## config.mk

```make
export PLATFORM = sky130hd
export DESIGN_NAME = sram_ctrl
export DESIGN_NICKNAME = d
export VERILOG_FILES = /design/src/rtl/sram_pkg.sv /design/src/rtl/sram_sweep_cnt.sv /design/src/rtl/sram_ctrl.sv
export SDC_FILE = /design/constraint.sdc
export NUM_CORES = 1
export LEC_CHECK = 0
export CORE_MARGIN = 5
export CORE_UTILIZATION = 35
export CTS_CLUSTER_DIAMETER = 80
export CTS_CLUSTER_SIZE = 16
export DETAILED_ROUTE_END_ITERATION = 7
export PLACE_DENSITY = 0.69
export SKIP_LAST_GASP = 1
export SLEW_MARGIN = 20
export SYNTH_ARGS = -nofsm -noshare
export SYNTH_HDL_FRONTEND = slang
export SYNTH_HIERARCHICAL = 1
export SYNTH_SLANG_ARGS = --single-unit
```

## constraint.sdc

```tcl
create_clock -name Clk -period 3.9 [get_ports Clk]
set_input_delay 1.17 -clock Clk [delete_from_list [all_inputs] [get_ports Clk]]
set_output_delay 1.17 -clock Clk [all_outputs]
set_load 0.01 [all_outputs]
```

## src/rtl/sram_pkg.sv

```systemverilog
`default_nettype none
// ============================================================================
// Module : sram_pkg
// Shared constants and FSM state encoding for the SRAM controller and SRAM.
// Rev    : 1.0  initial release
// ============================================================================
package sram_pkg;

    localparam int DEF_DEPTH  = 8;
    localparam int DEF_ADDR_W = 8;
    localparam int DEF_DATA_W = 8;

    typedef enum logic [2:0] {
        ST_IDLE  = 3'd0,
        ST_WRITE = 3'd1,
        ST_READ  = 3'd2,
        ST_RWAIT = 3'd3,
        ST_CLEAR = 3'd4
    } state_t;

endpackage
`default_nettype wire

```

## src/rtl/sram_sweep_cnt.sv

```systemverilog
`default_nettype none
// ============================================================================
// Module : sram_sweep_cnt
// DEPTH-bounded up-counter with clear, enable and terminal-count flag.
// Rev    : 1.0  initial release
// ============================================================================
module sram_sweep_cnt
    import sram_pkg::*;
#(
    parameter int DEPTH = DEF_DEPTH,
    parameter int CNT_W = (DEPTH > 1) ? $clog2(DEPTH) : 1
) (
    input  logic             Clk,
    input  logic             Rst_n,
    input  logic             clr,
    input  logic             en,
    output logic [CNT_W-1:0] count,
    output logic             tc
);

    assign tc = (count == CNT_W'(DEPTH - 1));

    // Saturates at DEPTH-1 so a late enable cannot wrap into a second pass
    always_ff @(posedge Clk) begin
        if (!Rst_n) begin
            count <= '0;
        end else if (clr) begin
            count <= '0;
        end else if (en && !tc) begin
            count <= count + CNT_W'(1);
        end
    end

endmodule
`default_nettype wire

```

## src/rtl/sram_ctrl.sv

```systemverilog
`default_nettype none
// ============================================================================
// Module : sram_ctrl
// Valid/ready request front end and clear sweeper for a synchronous SRAM.
// Rev    : 1.0  initial release
// ============================================================================
module sram_ctrl
    import sram_pkg::*;
#(
    parameter int                DEPTH     = DEF_DEPTH,
    parameter int                ADDR_W    = DEF_ADDR_W,
    parameter int                DATA_W    = DEF_DATA_W,
    parameter logic [DATA_W-1:0] CLR_VALUE = '0
) (
    input  logic              Clk,
    input  logic              Rst_n,
    input  logic              req_valid,
    output logic              req_ready,
    input  logic              req_we,
    input  logic [ADDR_W-1:0] req_addr,
    input  logic [DATA_W-1:0] req_wdata,
    output logic              rsp_valid,
    output logic [DATA_W-1:0] rsp_data,
    output logic              rsp_err,
    output logic              wr_err,
    input  logic              clr_start,
    output logic              clr_done,
    output logic              busy,
    output logic [ADDR_W-1:0] Addr,
    output logic              CS,
    output logic              WE,
    output logic              RD,
    output logic [DATA_W-1:0] dataIn,
    input  logic [DATA_W-1:0] dataOut
);

    localparam int CNT_W = (DEPTH > 1) ? $clog2(DEPTH) : 1;

    state_t            r_state;
    state_t            w_state_next;
    logic              r_oor;
    logic              w_oor;
    logic              w_in_range;
    logic [31:0]       w_addr_ext;
    logic              w_cnt_clr;
    logic              w_cnt_en;
    logic [CNT_W-1:0]  w_cnt;
    logic              w_cnt_tc;
    logic              w_cs;
    logic              w_we;
    logic              w_rd;
    logic [ADDR_W-1:0] w_addr;
    logic [DATA_W-1:0] w_din;
    logic              w_rsp_valid;
    logic [DATA_W-1:0] w_rsp_data;
    logic              w_rsp_err;
    logic              w_wr_err;
    logic              w_clr_done;

    sram_sweep_cnt #(
        .DEPTH (DEPTH),
        .CNT_W (CNT_W)
    ) u_sweep_cnt (
        .Clk   (Clk),
        .Rst_n (Rst_n),
        .clr   (w_cnt_clr),
        .en    (w_cnt_en),
        .count (w_cnt),
        .tc    (w_cnt_tc)
    );

    assign w_addr_ext = 32'(req_addr);
    assign w_in_range = (w_addr_ext < 32'(DEPTH));

    // A pending clear start hides the request port for that cycle
    assign req_ready = Rst_n && (r_state == ST_IDLE) && !clr_start;
    assign busy      = (r_state != ST_IDLE);

    always_comb begin
        w_state_next = r_state;
        w_oor        = r_oor;
        w_cnt_clr    = 1'b0;
        w_cnt_en     = 1'b0;
        w_cs         = 1'b0;
        w_we         = 1'b0;
        w_rd         = 1'b0;
        w_addr       = Addr;
        w_din        = dataIn;
        w_rsp_valid  = 1'b0;
        w_rsp_data   = rsp_data;
        w_rsp_err    = 1'b0;
        w_wr_err     = 1'b0;
        w_clr_done   = 1'b0;

        case (r_state)
            ST_IDLE: begin
                if (clr_start) begin
                    w_state_next = ST_CLEAR;
                    w_cnt_clr    = 1'b1;
                    w_cs         = 1'b1;
                    w_we         = 1'b1;
                    w_addr       = '0;
                    w_din        = CLR_VALUE;
                end else if (req_valid) begin
                    w_oor  = !w_in_range;
                    w_addr = req_addr;
                    w_cs   = w_in_range;
                    if (req_we) begin
                        w_state_next = ST_WRITE;
                        w_we         = w_in_range;
                        w_din        = req_wdata;
                    end else begin
                        w_state_next = ST_READ;
                        w_rd         = w_in_range;
                    end
                end
            end
            ST_WRITE: begin
                w_state_next = ST_IDLE;
                w_wr_err     = r_oor;
                w_rsp_err    = r_oor;
            end
            ST_READ: begin
                w_state_next = ST_RWAIT;
            end
            ST_RWAIT: begin
                w_state_next = ST_IDLE;
                w_rsp_valid  = 1'b1;
                w_rsp_err    = r_oor;
                w_rsp_data   = r_oor ? '0 : dataOut;
            end
            ST_CLEAR: begin
                // Counter mirrors the address on the pins; advance it in lockstep
                if (w_cnt_tc) begin
                    w_state_next = ST_IDLE;
                    w_clr_done   = 1'b1;
                end else begin
                    w_cnt_en = 1'b1;
                    w_cs     = 1'b1;
                    w_we     = 1'b1;
                    w_addr   = ADDR_W'(w_cnt) + ADDR_W'(1);
                    w_din    = CLR_VALUE;
                end
            end
            default: begin
                w_state_next = ST_IDLE;
            end
        endcase
    end

    always_ff @(posedge Clk) begin
        if (!Rst_n) begin
            r_state   <= ST_IDLE;
            r_oor     <= 1'b0;
            Addr      <= '0;
            CS        <= 1'b0;
            WE        <= 1'b0;
            RD        <= 1'b0;
            dataIn    <= '0;
            rsp_valid <= 1'b0;
            rsp_data  <= '0;
            rsp_err   <= 1'b0;
            wr_err    <= 1'b0;
            clr_done  <= 1'b0;
        end else begin
            r_state   <= w_state_next;
            r_oor     <= w_oor;
            Addr      <= w_addr;
            CS        <= w_cs;
            WE        <= w_we;
            RD        <= w_rd;
            dataIn    <= w_din;
            rsp_valid <= w_rsp_valid;
            rsp_data  <= w_rsp_data;
            rsp_err   <= w_rsp_err;
            wr_err    <= w_wr_err;
            clr_done  <= w_clr_done;
        end
    end

endmodule
`default_nettype wire

```

Yosys cells after proc, flatten, opt, wreduce, memory -nomap -nowiden

Index checks and enable logic that the tools add are counted.

Memories kept: 0
RAM bits: 0
Latch bits: 0
Bits in read-only memories: 0
Register bits after elaboration: 38
Logic and storage cells: 76

Magnitude comparators: 1
Mux-type cells: 28
Multipliers: 0
Div/mod/pow operators: 0
Shifts and indexed selects: 0
Reduce and logical (&&, ||, !) cells: 19
Add/sub/neg operators: 2
Equal/unequal tests: 9
Bitwise logic cells: 4

Operators with widths:

| kind                  | count |
|---|---|
| $mux W8               | 8 |
| $pmux W8 S2           | 2 |
| $mux W1               | 11 |
| $mux W3               | 3 |
| $pmux W3 S3           | 1 |
| $lt A8 B4 Y1 const B  | 1 |
| $reduce_and A2 Y1     | 4 |
| $eq A3 B2 Y1 const B  | 2 |
| $eq A3 B3 Y1 const B  | 2 |
| $ne A3 B3 Y1 const B  | 2 |
| $reduce_and A3 Y1     | 2 |
| $reduce_or A5 Y1      | 1 |
| $add A3 B1 Y4 const B | 1 |
| $not A1 Y1            | 4 |
| $pmux W1 S2           | 2 |
| $reduce_and A4 Y1     | 1 |
| $reduce_or A2 Y1      | 2 |
| $add A3 B1 Y3 const B | 1 |
| $eq A3 B1 Y1 const B  | 1 |
| $logic_and A1 B1 Y1   | 3 |
| $logic_not A1 Y1      | 3 |
| $logic_not A3 Y1      | 1 |
| $reduce_bool A3 Y1    | 1 |
| $mux W2               | 1 |
| other kinds (3)       | 3 |

Logic depth before layout (Yosys ltp)

Depth after elaboration: 5
Mapped depth: 6

Hierarchy

The synthesis kept the hierarchy.

By module, submodules not included:

| module         | instances | cells an instance | area each (µm²) | sequential area each (µm²) |
|---|---|---|---|---|
| sram_ctrl      | 1         | 154               | 1,456.4         | 700.7 |
| sram_sweep_cnt | 1         | 13                | 145.1           | 60.1 |

Least setup slack after synthesis

No wires, ideal clock.

Path type: in2out
Start point: in Rst_n
End point: out req_ready
Stages on the path: 4
Buffers on the path: 2
Setup slack: 0.813 ns
Arrival time: 1.917 ns
Required time: 2.730 ns
Path through: buf_2 inv_1 clkbuf_1 nor3_1

Cells in the longest elaborated chain, start to end: 2

Ends and longest elaborated chain:

| item                             | RTL line        | source |
|---|---|---|
| from (decl)                      | sram_ctrl.sv:16 | `input logic Rst_n,` |
| $logic_and A1 B1 Y1 (2 in a row) | sram_ctrl.sv:76 | `assign req_ready = Rst_n && (r_state == ST_IDLE) && !clr_start;` |
| to (decl)                        | sram_ctrl.sv:18 | `output logic req_ready,` |

Every way passes these cells.

Worst setup path in the final report

Same ends and word-level chain as after synthesis.

==> metrics.md <==
| Metric | Value |
|---|---|
| Leak | `0.858 nW` |
| CTS buffer count | `5` |
| Top cell by count, worst path | `clkdlybuf4s50_1` |
| CP Data Required Time | `2730 ps` |
| Total Neg Setup Slack | `0 ps` |
| ANT nets after route | `0` |
| R2r endpoint | `dataIn[5]` |
| First-pass GRT wire length | `6.91 mm` |
| Hold endpoint | `dataIn[7]` |
| Clock Root Buffer | `clkbuf_8` |
| Fmax | `0.276 GHz` |
| Sequential-to-total area share from yosys stat | `47.5%` |
| Final hold slack | `459 ps` |
| Drt pass-1 iters | `4` |
| Largest net degree at the start of global routing | `29` |
| HP Class | `reg -> reg` |
| Mapped cell area | `1600 um2` |
| Number of global-route vias before repair | `1424` |
| Clk slew on worst S/H paths | `70 ps` |
| Maxcap violations | `0` |
| Crit path from | `Rst_n` |
| Worst hold start | `dataIn[7]` |
| Post-synthesis cell type count | `38` |
| Delay-heaviest family, CP | `buffers and inverters` |
| Rows | `24` |
| Port buffer count | `61` |
| Post-CTS sizing | `0` |
| Clk_skew | `4.93 ps` |
| Starting density of the core | `36.5%` |
| Drt wl/cell | `14.7 um` |
| Commonest non-fill, non-tap cell in the layout | `clkdlybuf4s50_1` |
| I/O Pins | `62` |
| Iter 0 DRT Violations | `68` |
| Relative slew slack | `51.5%` |
| Share of cells above drive strength 1 | `8.41%` |
| Via-per-instance ratio | `5.13` |
| Setup Buffers After CTS | `0` |
| Min Tclk post-route | `3620 ps` |
| Clock Latency Late Sink | `280 ps` |
| H-tree depth | `2` |
| Gate Count Post-Synth | `167` |
| Hold buffers post-CTS | `0` |
| NumNets Final | `258` |
| Syn Area/Cell | `9.59 um2` |
| Critical path type | `in -> out` |
| PD cells | `451 nW/um2` |
| Dpl hpwl | `2.97 mm` |
| GPL Wtd Cong | `0.747` |
| Slowest stage delay, CP | `580 ps` |
| Final hold violations | `0` |
| Die Y | `77.6 um` |
| Most frequent cells in the layout | `clkdlybuf4s50_1, dfxtp_1, nand2_1` |
| Hold path depth | `2` |
| Crit path cell chain | `clkdlybuf4s50_1 > inv_1 > nor3_1 > clkdlybuf4s50_1` |
| Maximum VDD drop | `198 uV` |
| Run status | `complete, no violations` |
| Final setup viols | `0` |
| CTS tree | `done` |
| # DRC | `0` |
| Syn-to-layout area delta | `44.5%` |
| RSZ-0062 raised after global routing | `false` |
| Clock sinks | `38` |
| GRT Total Usage | `14.1%` |
| Final Cycle Share | `92.8%` |
| Chip width | `77.6 um` |
| Placeable Area | `4380 um2` |
| Slew @ Worst Pin | `722 ps` |
| WL final | `4.08 mm` |
| Total grt overflow | `0` |
| Worst R2R Setup Slack | `1510 ps` |
| Initial antenna violation count | `0` |
| Yosys reg bits | `38` |
| Reg2Reg Depth | `5` |
| Slowest-stage cell, CP | `clkdlybuf4s50_1` |
| Antenna cells | `0` |
| Worst path arrival time | `2450 ps` |
| Via count | `1427` |
| Final Slew Violations | `0` |
| Die Area | `6030 um2` |
| RR Startpoint | `u_sweep_cnt/count[0]` |
| Clock Path Buffers | `2` |
| Critical Path Start Type | `input port` |
| Ys Warns | `6` |
| Crit. End Element | `primary output` |
| Post-synth net total | `199` |
| Crit-path max FO | `2` |
| Crit path buf inv count | `3` |
## how the worst max path moves through the flow
stage                           end  slack, ps  cells after the start
final                     req_ready        280                      4
after global routing      req_ready        200                      4
after CTS                 req_ready        270                      4
after detailed placement  req_ready        280                      4
after global placement    req_ready        270                      4
after floorplan           req_ready        810                      4
## state kept, by name (all words and copies together) (netlist names)
register	flops
r_state	3
WE	1
u_sweep_cnt/count	3
rsp_err	1
Addr	8
rsp_valid	1
clr_done	1
rsp_data	8
r_oor	1
CS	1
wr_err	1
RD	1
dataIn	8
## cells in the mapped netlist
library cell | instances | area (um2)
o21bai_1 | 1 | 7.51
mux2i_1 | 10 | 100
inv_1 | 3 | 11.3
xor2_1 | 1 | 8.76
o21a_1 | 1 | 7.51
nor4_2 | 3 | 37.5
a211o_1 | 1 | 8.76
nor4b_2 | 1 | 15.0
o311a_1 | 1 | 10.0
nand2_1 | 24 | 90.1
nand2b_1 | 3 | 18.8
dfxtp_1 | 38 | 761
nor3_1 | 3 | 15.0
and2_1 | 1 | 6.26
buf_6 | 1 | 11.3
clkbuf_1 | 6 | 22.5
nor4_1 | 1 | 6.26
or3_4 | 1 | 11.3
o22ai_1 | 5 | 31.3
or4_4 | 1 | 11.3
o21ai_0 | 1 | 5.00
or4_1 | 1 | 7.51
xnor2_1 | 1 | 8.76
or3_1 | 1 | 6.26
a21oi_2 | 1 | 8.76
ha_1 | 3 | 37.5
a311oi_1 | 5 | 43.8
a211oi_1 | 1 | 7.51
buf_2 | 3 | 15.0
a21oi_1 | 8 | 40.0
nand4_1 | 9 | 56.3
nor2_1 | 9 | 33.8
or3b_2 | 1 | 8.76
nand3_1 | 5 | 25.0
buf_4 | 2 | 15.0
a22o_1 | 8 | 70.1
nor3b_1 | 1 | 7.51
nor2b_4 | 1 | 13.8
## through the flow
step                      instance area (um2)  setup WS [ps]  instances  total power, mW  util [%]
after floorplan                          1600            813        167            0.674         -
after global placement                   2240            266        271            0.802      51.0
after detailed placement                 2240            278        271            0.802      51.0
after CTS                                2310            266        278             1.06      52.8
after global routing                     2310            196        278             1.11      52.8
final                                    2310            280        278             1.04      52.8
## layer usage
layer / share of wire [%] / wire length [um] / vias up / GRT usage [%]
met3: 5.3 / 217 / 7 / 3.82
met4: 1.8 / 74 / 0 / 5.67
li1: - / - / 722 / -
met2: 45 / 1840 / 41 / 21.7
met1: 48 / 1950 / 657 / 18.6
met5: 0 / 0 / - / 0
## worst min-delay path, cell delays in order, from the launching register on
cell and delay [ps]:
dfxtp_1 310, nand2_1 50, mux2i_1 50
## kinds of logic (layout without fill, tap and decap cells)
logic type / after synthesis / count (layout) / synth area share [%]
flops: 38 / 38 / 47.5
compound gates: 33 / 33 / 15.0
buf+inv: 15 / 74 / 4.69
fa+ha+maj: 3 / 3 / 2.34
mux: 10 / 10 / 6.25
xor+xnor: 2 / 2 / 1.09
simple gates: 66 / 66 / 23.1
## area by class of cell
cell class                 count  area (um2)
sequential                    38         761
multi-input combinational    114         766
inverter                       3        11.3
clock buffer                   5        68.8
tap                           52        65.1
fill                         427        2070
clock inverter                 2        10.0
timing repair buffer          64         633
## report_power, final
| group | internal (mW) | switching [mW] |
|---|---|---|
| Sequential | 0.431 | 0.0421 |
| Clock | 0.120 | 0.131 |
| Combinational | 0.168 | 0.152 |
Power figures use the tool's default switching activity.
